### config.mk
export PLATFORM = sky130hd
export DESIGN_NAME = id_inst_queue_flat
export DESIGN_NICKNAME = d
export VERILOG_FILES = /design/src/rtl/id_inst_queue_if.sv /design/src/rtl/id_inst_queue.sv /design/src/flat_wrapper.sv
export SDC_FILE = /design/constraint.sdc
export NUM_CORES = 1
export LEC_CHECK = 0
export CAP_MARGIN = 0
export CORE_MARGIN = 2
export CORE_UTILIZATION = 35
export CTS_BUF_LIST = sky130_fd_sc_hd__clkbuf_16
export CTS_CLUSTER_DIAMETER = 200
export DETAILED_ROUTE_END_ITERATION = 16
export DONT_BUFFER_PORTS = 1
export PLACE_DENSITY = 0.55
export SLEW_MARGIN = 20
export SYNTH_ARGS = -nofsm -noshare
export SYNTH_HDL_FRONTEND = slang
export SYNTH_SLANG_ARGS = --single-unit
### constraint.sdc
create_clock -name clk -period 2.7 [get_ports clk]
set_input_delay 0.54 -clock clk [delete_from_list [all_inputs] [get_ports clk]]
set_output_delay 0.54 -clock clk [all_outputs]
set_load 0.01 [all_outputs]
### src/rtl/id_inst_queue_if.sv
// IF/ID instruction-queue bundle: fetch request, SRAM return data, ID-side head handshake.
// The queue connects through the slave modport; the IF/ID side connects through master.
interface id_inst_queue_if #(
  parameter int unsigned PC_W   = 32,
  parameter int unsigned INST_W = 32,
  parameter int unsigned CNT_W  = 3
);
  logic              flush;
  logic              req_valid;
  logic [PC_W-1:0]   req_pc;
  logic              req_ready;
  logic [INST_W-1:0] inst_sram_rdata;
  logic              out_valid;
  logic [PC_W-1:0]   out_pc;
  logic [INST_W-1:0] out_inst;
  logic              out_ready;
  logic [CNT_W-1:0]  count;

  modport master (
    output flush, req_valid, req_pc, inst_sram_rdata, out_ready,
    input  req_ready, out_valid, out_pc, out_inst, count
  );

  modport slave (
    input  flush, req_valid, req_pc, inst_sram_rdata, out_ready,
    output req_ready, out_valid, out_pc, out_inst, count
  );
endinterface

### src/rtl/id_inst_queue.sv
// IF->ID instruction queue: tracks fetch requests, captures 1-cycle SRAM returns into a
// DEPTH-entry {pc, inst} FIFO, and discards everything queued or in flight on flush.
module id_inst_queue #(
  parameter int unsigned DEPTH  = 4,
  parameter int unsigned PC_W   = 32,
  parameter int unsigned INST_W = 32,
  parameter int unsigned CNT_W  = $clog2(DEPTH) + 1
) (
  input  logic            clk,
  input  logic            resetn,
  id_inst_queue_if.slave  q
);
  localparam int unsigned PTR_W = $clog2(DEPTH);

  logic [PC_W-1:0]   pc_q   [DEPTH];
  logic [INST_W-1:0] inst_q [DEPTH];

  logic [PTR_W-1:0] rptr_q, rptr_d;
  logic [PTR_W-1:0] wptr_q, wptr_d;
  logic [CNT_W-1:0] count_q, count_d;
  logic             resp_v_q, resp_v_d;
  logic [PC_W-1:0]  resp_pc_q, resp_pc_d;

  logic             req_ready;
  logic             accept;
  logic             push;
  logic             pop;
  logic [CNT_W:0]   reserved;

  // The in-flight response holds a slot; a same-cycle pop earns no credit.
  assign reserved  = {1'b0, count_q} + {{CNT_W{1'b0}}, resp_v_q};
  assign req_ready = !q.flush && (reserved < (CNT_W+1)'(DEPTH));
  assign accept    = q.req_valid && req_ready;
  assign push      = resp_v_q && !q.flush;
  assign pop       = (count_q != '0) && q.out_ready && !q.flush;

  assign q.req_ready = req_ready;
  assign q.out_valid = (count_q != '0);
  assign q.out_pc    = pc_q[rptr_q];
  assign q.out_inst  = inst_q[rptr_q];
  assign q.count     = count_q;

  always_comb begin
    rptr_d    = rptr_q;
    wptr_d    = wptr_q;
    count_d   = count_q;
    resp_v_d  = accept;
    resp_pc_d = resp_pc_q;
    if (accept) begin
      resp_pc_d = q.req_pc;
    end
    if (q.flush) begin
      rptr_d   = '0;
      wptr_d   = '0;
      count_d  = '0;
      resp_v_d = 1'b0;
    end else begin
      if (push) begin
        wptr_d = wptr_q + 1'b1;
      end
      if (pop) begin
        rptr_d = rptr_q + 1'b1;
      end
      unique case ({push, pop})
        2'b10:   count_d = count_q + 1'b1;
        2'b01:   count_d = count_q - 1'b1;
        default: count_d = count_q;
      endcase
    end
  end

  always_ff @(posedge clk or negedge resetn) begin
    if (!resetn) begin
      rptr_q    <= '0;
      wptr_q    <= '0;
      count_q   <= '0;
      resp_v_q  <= 1'b0;
      resp_pc_q <= '0;
    end else begin
      rptr_q    <= rptr_d;
      wptr_q    <= wptr_d;
      count_q   <= count_d;
      resp_v_q  <= resp_v_d;
      resp_pc_q <= resp_pc_d;
    end
  end

  always_ff @(posedge clk or negedge resetn) begin
    if (!resetn) begin
      pc_q   <= '{default: '0};
      inst_q <= '{default: '0};
    end else if (push) begin
      pc_q[wptr_q]   <= resp_pc_q;
      inst_q[wptr_q] <= q.inst_sram_rdata;
    end
  end
endmodule

### src/flat_wrapper.sv
// flat-port wrapper written by rule: the top's interface ports become plain ports
module id_inst_queue_flat 
#(
  parameter int unsigned DEPTH  = 4,
  parameter int unsigned PC_W   = 32,
  parameter int unsigned INST_W = 32,
  parameter int unsigned CNT_W  = $clog2(DEPTH) + 1
)
  (clk, resetn, q_flush, q_req_valid, q_req_pc, q_inst_sram_rdata, q_out_ready, q_req_ready, q_out_valid, q_out_pc, q_out_inst, q_count);
  id_inst_queue_if #(.PC_W(PC_W), .INST_W(INST_W), .CNT_W(CNT_W)) q_i ();
  input  logic clk;
  input  logic resetn;
  input wire logic [$bits(q_i.flush)-1:0] q_flush;
  input wire logic [$bits(q_i.req_valid)-1:0] q_req_valid;
  input wire logic [$bits(q_i.req_pc)-1:0] q_req_pc;
  input wire logic [$bits(q_i.inst_sram_rdata)-1:0] q_inst_sram_rdata;
  input wire logic [$bits(q_i.out_ready)-1:0] q_out_ready;
  output wire logic [$bits(q_i.req_ready)-1:0] q_req_ready;
  output wire logic [$bits(q_i.out_valid)-1:0] q_out_valid;
  output wire logic [$bits(q_i.out_pc)-1:0] q_out_pc;
  output wire logic [$bits(q_i.out_inst)-1:0] q_out_inst;
  output wire logic [$bits(q_i.count)-1:0] q_count;
  assign q_i.flush = q_flush;
  assign q_i.req_valid = q_req_valid;
  assign q_i.req_pc = q_req_pc;
  assign q_i.inst_sram_rdata = q_inst_sram_rdata;
  assign q_i.out_ready = q_out_ready;
  assign q_req_ready = q_i.req_ready;
  assign q_out_valid = q_i.out_valid;
  assign q_out_pc = q_i.out_pc;
  assign q_out_inst = q_i.out_inst;
  assign q_count = q_i.count;
  id_inst_queue #(.DEPTH(DEPTH), .PC_W(PC_W), .INST_W(INST_W), .CNT_W(CNT_W)) u_core (.clk(clk), .resetn(resetn), .q(q_i));
endmodule
Yosys cells after proc, flatten, opt, wreduce, memory -nomap -nowiden

Cells that the tools add are included.

Flip-flop bits (word level): 296
Input bits: 69
Output and inout port bits: 69
Word-level logic and storage cells: 54

Add/subtract/negate cells: 5
Order comparisons: 4
Equality and inequality tests: 2
Mux-type cells: 17
Bitwise gates (word level): 2
Reductions and logical operators: 11

Operators with widths:

| cell                                                                  | count |
|---|---|
| 128-bit bitwise mux                                                   | 2 |
| 32-bit two-way mux                                                    | 5 |
| 32-bit binary-select mux with 2-bit select                            | 2 |
| 32-bit demux with 2-bit select                                        | 1 |
| 2-bit two-way mux                                                     | 4 |
| 3-bit >= comparator (second input constant)                           | 2 |
| 1-bit logical AND                                                     | 6 |
| 2-bit inverter with 3-bit output                                      | 2 |
| 3-bit case mux with 2 select lines                                    | 1 |
| 3-bit nonzero test                                                    | 2 |
| 2-bit by 1-bit adder with 2-bit output (second input constant)        | 2 |
| 3-bit by 1-bit adder with 4-bit output                                | 1 |
| 4-bit by 3-bit < comparator with 1-bit output (second input constant) | 1 |
| 2-bit nonzero test                                                    | 2 |
| 3-bit by 1-bit adder with 3-bit output (second input constant)        | 1 |
| 3-bit by 1-bit < comparator with 1-bit output (second input constant) | 1 |
| 3-bit two-way mux                                                     | 1 |
| 3-bit by 1-bit subtractor with 3-bit output (second input constant)   | 1 |
| 2-bit by 1-bit == test with 1-bit output (second input constant)      | 1 |
| 2-bit == test (second input constant)                                 | 1 |
| 1-bit logical NOT                                                     | 1 |
| 1-bit two-way mux                                                     | 1 |

Depth between registers and ports, before layout

Word-level depth: 6
Mapped depth: 7
Gate-level depth less buffers: 6

Worst setup path after synthesis

Ideal clock, no wire load.

Path kind: reg-to-reg
From: register u_core.count_q[0] (netlist: u_core.q.count[0])
To: register u_core.count_q[1] (netlist: u_core.q.count[1])
Library setup time: 82 ps
Data arrival time: 2134 ps
Data required time: 2618 ps
Slack: 484 ps
Stages on the path, launching flop included: 6
Path buffers: 0
Period minus slack after synthesis: 2216 ps
Cells stage by stage: dfrtp_1 -> o31ai_1 -> nor3_1 -> fa_1 -> or3b_2 -> a31oi_1

Longest elaborated chain between the ends: 6
Elaborated cells between the ends (all ways): 10
Those cells by class: add/sub (2); eq/ne (2); mux (2); reduce/logical (4)

RTL lines:

| item                                                                      | line                | text |
|---|---|---|
| start: declaration                                                        | id_inst_queue.sv:20 | `logic [CNT_W-1:0] count_q, count_d;` |
| start signal: assignment                                                  | id_inst_queue.sv:82 | `count_q <= count_d;` |
| 3-bit nonzero test                                                        | id_inst_queue.sv:35 | `assign pop = (count_q != '0) && q.out_ready && !q.flush;` |
| 1-bit logical AND (2 in a row)                                            | id_inst_queue.sv:35 |  |
| 2-bit by 1-bit == test with 1-bit output or 2-bit == test (tied branches) | id_inst_queue.sv:64 | `unique case ({push, pop})` |
| 3-bit case mux with 2 select lines                                        | id_inst_queue.sv:64 |  |
| 3-bit two-way mux                                                         | id_inst_queue.sv:52 | `if (q.flush) begin` |

Parallel ways exist; a longest one is shown, timed or not.
A chain may end at the register's enable or synchronous reset.

Worst setup path after layout

From: register u_core.rptr_q[0]
To: output q_out_pc[2]

Longest elaborated chain between the ends: 4

RTL lines:

| item                                                   | line                | text |
|---|---|---|
| start: declaration                                     | id_inst_queue.sv:18 | `logic [PTR_W-1:0] rptr_q, rptr_d;` |
| start signal: assignment                               | id_inst_queue.sv:80 | `rptr_q <= rptr_d;` |
| 2-bit inverter with 3-bit output (implied by the code) | id_inst_queue.sv:39 | `assign q.out_pc = pc_q[rptr_q];` |
| 32-bit binary-select mux with 2-bit select             | id_inst_queue.sv:39 |  |
| 32-bit two-way mux (implied by the code) (2 in a row)  | id_inst_queue.sv:39 |  |
| end: declaration                                       | flat_wrapper.sv:20  | `output wire logic [$bits(q_i.out_pc)-1:0] q_out_pc;` |

Every way passes these cells. The select of a mux whose other input is x is not followed.

==> results_dict.tcl <==
set metrics [dict create \
    ys_ff_latch 296 \
    run_status "finished with violations" \
    worstPathRequired_ns 2.16 \
    core_um2 36500 \
    clkSlewWorstSetupHoldPaths_ns 0.06 \
    port_buffers 0 \
    synth-xor-area-share_pct 0.338 \
    wl_um 28000 \
    power.leakage_nw 6.74 \
    max_freq_mhz 397 \
    final_area_um2 14600 \
    reg2reg_from "u_core.q.count[2]" \
    first_global_vias 7450 \
    crit_path_end_kind "primary output" \
    insertion_delay_ns 0.53 \
    antenna_found_initial 1 \
    final_common_cell "dfrtp_1" \
    timing.hold.ws_ns -0.290 \
    syn-cell-area_um2 13000 \
    grt_pass1_wl_um 44300 \
    ios 138 \
    cts_resized 0 \
    vias 6527 \
    syn_to_final_growth_pct 12.3 \
    crit_fanout 36 \
    fp.dieH_um 197 \
    reg2reg_to "u_core.q.count[1]" \
    async_flop_share_pct 100 \
    cts_made_buffers 35 \
    placed_area_um2 13400 \
    rsz0062_at_grt "no" \
    tightestPinTransition_ns 0.554 \
    drt_iter0_markers 215 \
    synth_fp_nets 813 \
    clock_skew_ns 0.0142 \
    htree_levels 2 \
    synth_compound_area_share_pct 0.743 \
    layout_common_cells "dfrtp_1, mux2_1, mux2_2, mux4_2, clkbuf_16" \
    grt_start_max_net_pins 297 \
    die-area_um2 38600 \
    r2r_setup_slack_ns 0.47 \
    grt_overflow_total 0 \
    num_rows 70 \
    cts_tree "built" \
    grt_use_total_pct 15.1 \
    synth.yosys.warnings 0 \
    place_congestion 0.742 \
    peakVddDrop_uv 699 \
    p_per_area_nw_per_um2 1020 \
    synth_fa_ha_area_share_pct 0.540 \
    muxShareOfSynthArea_pct 37.0 \
    critPathKind "flip-flop to primary output" \
    firstDrtPassIters 4 \
    dieWidth_um 197 \
    relSlewSlack_pct 63.1 \
    numClockSinks 296 \
    dpl.hpwl_um 16700 \
    layout-drive-gt1-share_pct 34.8 \
    synth-edff-count 0 \
    synth_area_per_cell_um2 17.6 \
    synth.distinct_cells 32 \
    drc 0 \
    nets 822 \
    initial_core_util_pct 35.5 \
    yosys_most_used_dff "dfrtp_1" \
    dpl_worst_slack_ns 0.512 \
    fin_ws_ns 0.179 \
    clock_path_buffers 3 \
    post_cts_buffers 0 \
    drv_cap 0 \
    synth_cells 739 \
    fin_crit_ns 2.52 \
    drv_slew 0 \
    postRouteAntennaNets 0 \
    finalSetupViolCount 0 \
    crit_arrival_ns 1.98 \
    synth_simple_gate_area_share_pct 1.04 \
    routed_via_density 5.25 \
    min_path_type "primary input to asynchronous set/reset pin" \
    setup_tns_ns 0 \
    cts-root-buf "clkbuf_16" \
    final_core_util_pct 39.9 \
    synth_seq_area_share_pct 57.1 \
    violations "negative hold slack" \
    synth_top_family_by_area "multiplexers" \
    rr_worst_depth 5 \
    cp-start-kind "flip-flop" \
    hold_viol_final 296 \
    wire_per_inst_um 22.5 \
    fin_crit_sh_pct 93.4 \
]
state kept, by name, indices dropped and copies added, names as in the netlist:
| signal | cells |
|---|---|
| u_core.inst_q | 128 |
| u_core.pc_q | 128 |
| u_core.q.count | 3 |
| u_core.resp_pc_q | 32 |
| u_core.resp_v_q | 1 |
| u_core.rptr_q | 2 |
| u_core.wptr_q | 2 |
per-stage QoR:
step           power, mW  std cells
3_3_place_gp        10.1       1179
4_1_cts             15.1       1242
5_1_grt             15.6       1242
6_report            14.8       1243
2_1_floorplan       9.39        739
3_5_place_dp        10.4       1179
critical path, stage by stage (launching register included):
cell	delay [ns]
dfrtp_4	0.44
buf_12	0.29
mux4_2	0.64
report_power, final:
part	switching (mW)	internal [mW]	total [mW]	leakage [nW]
clock network	1.83	2.76	4.59	0.572
logic	1.63	2.04	3.67	2.36
registers	0.778	5.75	6.53	3.81
total	4.24	10.6	14.8	6.74
routing by layer:
| metal | vias up | track usage [%] | routed length [um] |
|---|---|---|---|
| met5 | - | 0 | 0 |
| met4 | 0 | 5.33 | 695 |
| met3 | 46 | 5.12 | 1840 |
| met2 | 140 | 25.0 | 13800 |
| met1 | 3558 | 18.6 | 11600 |
| li1 | 2783 | - | - |
how the worst max path moves through the flow:
stage / startpoint / end / cells after the start / slack, ns
after floorplan: u_core.q.count[0] / u_core.q.count[1] / 5 / 0.48
after global placement: u_core.q.count[2] / u_core.q.count[1] / 5 / 0.54
after detailed placement: u_core.q.count[2] / u_core.q.count[1] / 5 / 0.51
after CTS: u_core.rptr_q[0] / q_out_pc[2] / 2 / 0.11
after global routing: u_core.rptr_q[0] / q_out_pc[2] / 2 / 0.08
final: u_core.rptr_q[0] / q_out_pc[2] / 2 / 0.18
logic make-up after synthesis:
logic type	after synthesis
buffers and inverters	48
and+or+nand+nor	21
DFF	296
muxes	353
adders and majority gates	5
AOI/OAI and AO/OA	11
xor gates and xnor gates	5
area by class of cell:
cell class,instances,area (um^2)
fillers,3306,22000
flip-flops and latches,296,7410
multi-input cells,395,5150
clock buffers,37,926
well taps,468,586
repair buffers,17,278
clock inverters,26,196
inverters,3,11.3
diodes,1,2.50
cells in the mapped netlist, types with 2 or more instances:
| cell type | n | area (um^2) |
|---|---|---|
| dfrtp_1 | 296 | 7410 |
| mux2_1 | 160 | 1800 |
| mux2_2 | 99 | 1110 |
| mux4_2 | 64 | 1440 |
| mux2_4 | 29 | 435 |
| buf_6 | 27 | 304 |
| buf_2 | 11 | 55.1 |
| nor2_1 | 9 | 33.8 |
| buf_4 | 5 | 37.5 |
| nand2_4 | 5 | 56.3 |
| ha_1 | 4 | 50.1 |
| inv_1 | 3 | 11.3 |
| o21ai_0 | 3 | 15.0 |
| xnor2_1 | 3 | 26.3 |
| a31oi_1 | 2 | 12.5 |
| buf_1 | 2 | 7.51 |
| xor2_1 | 2 | 17.5 |
No activity file was read; power rests on OpenSTA's default activity.
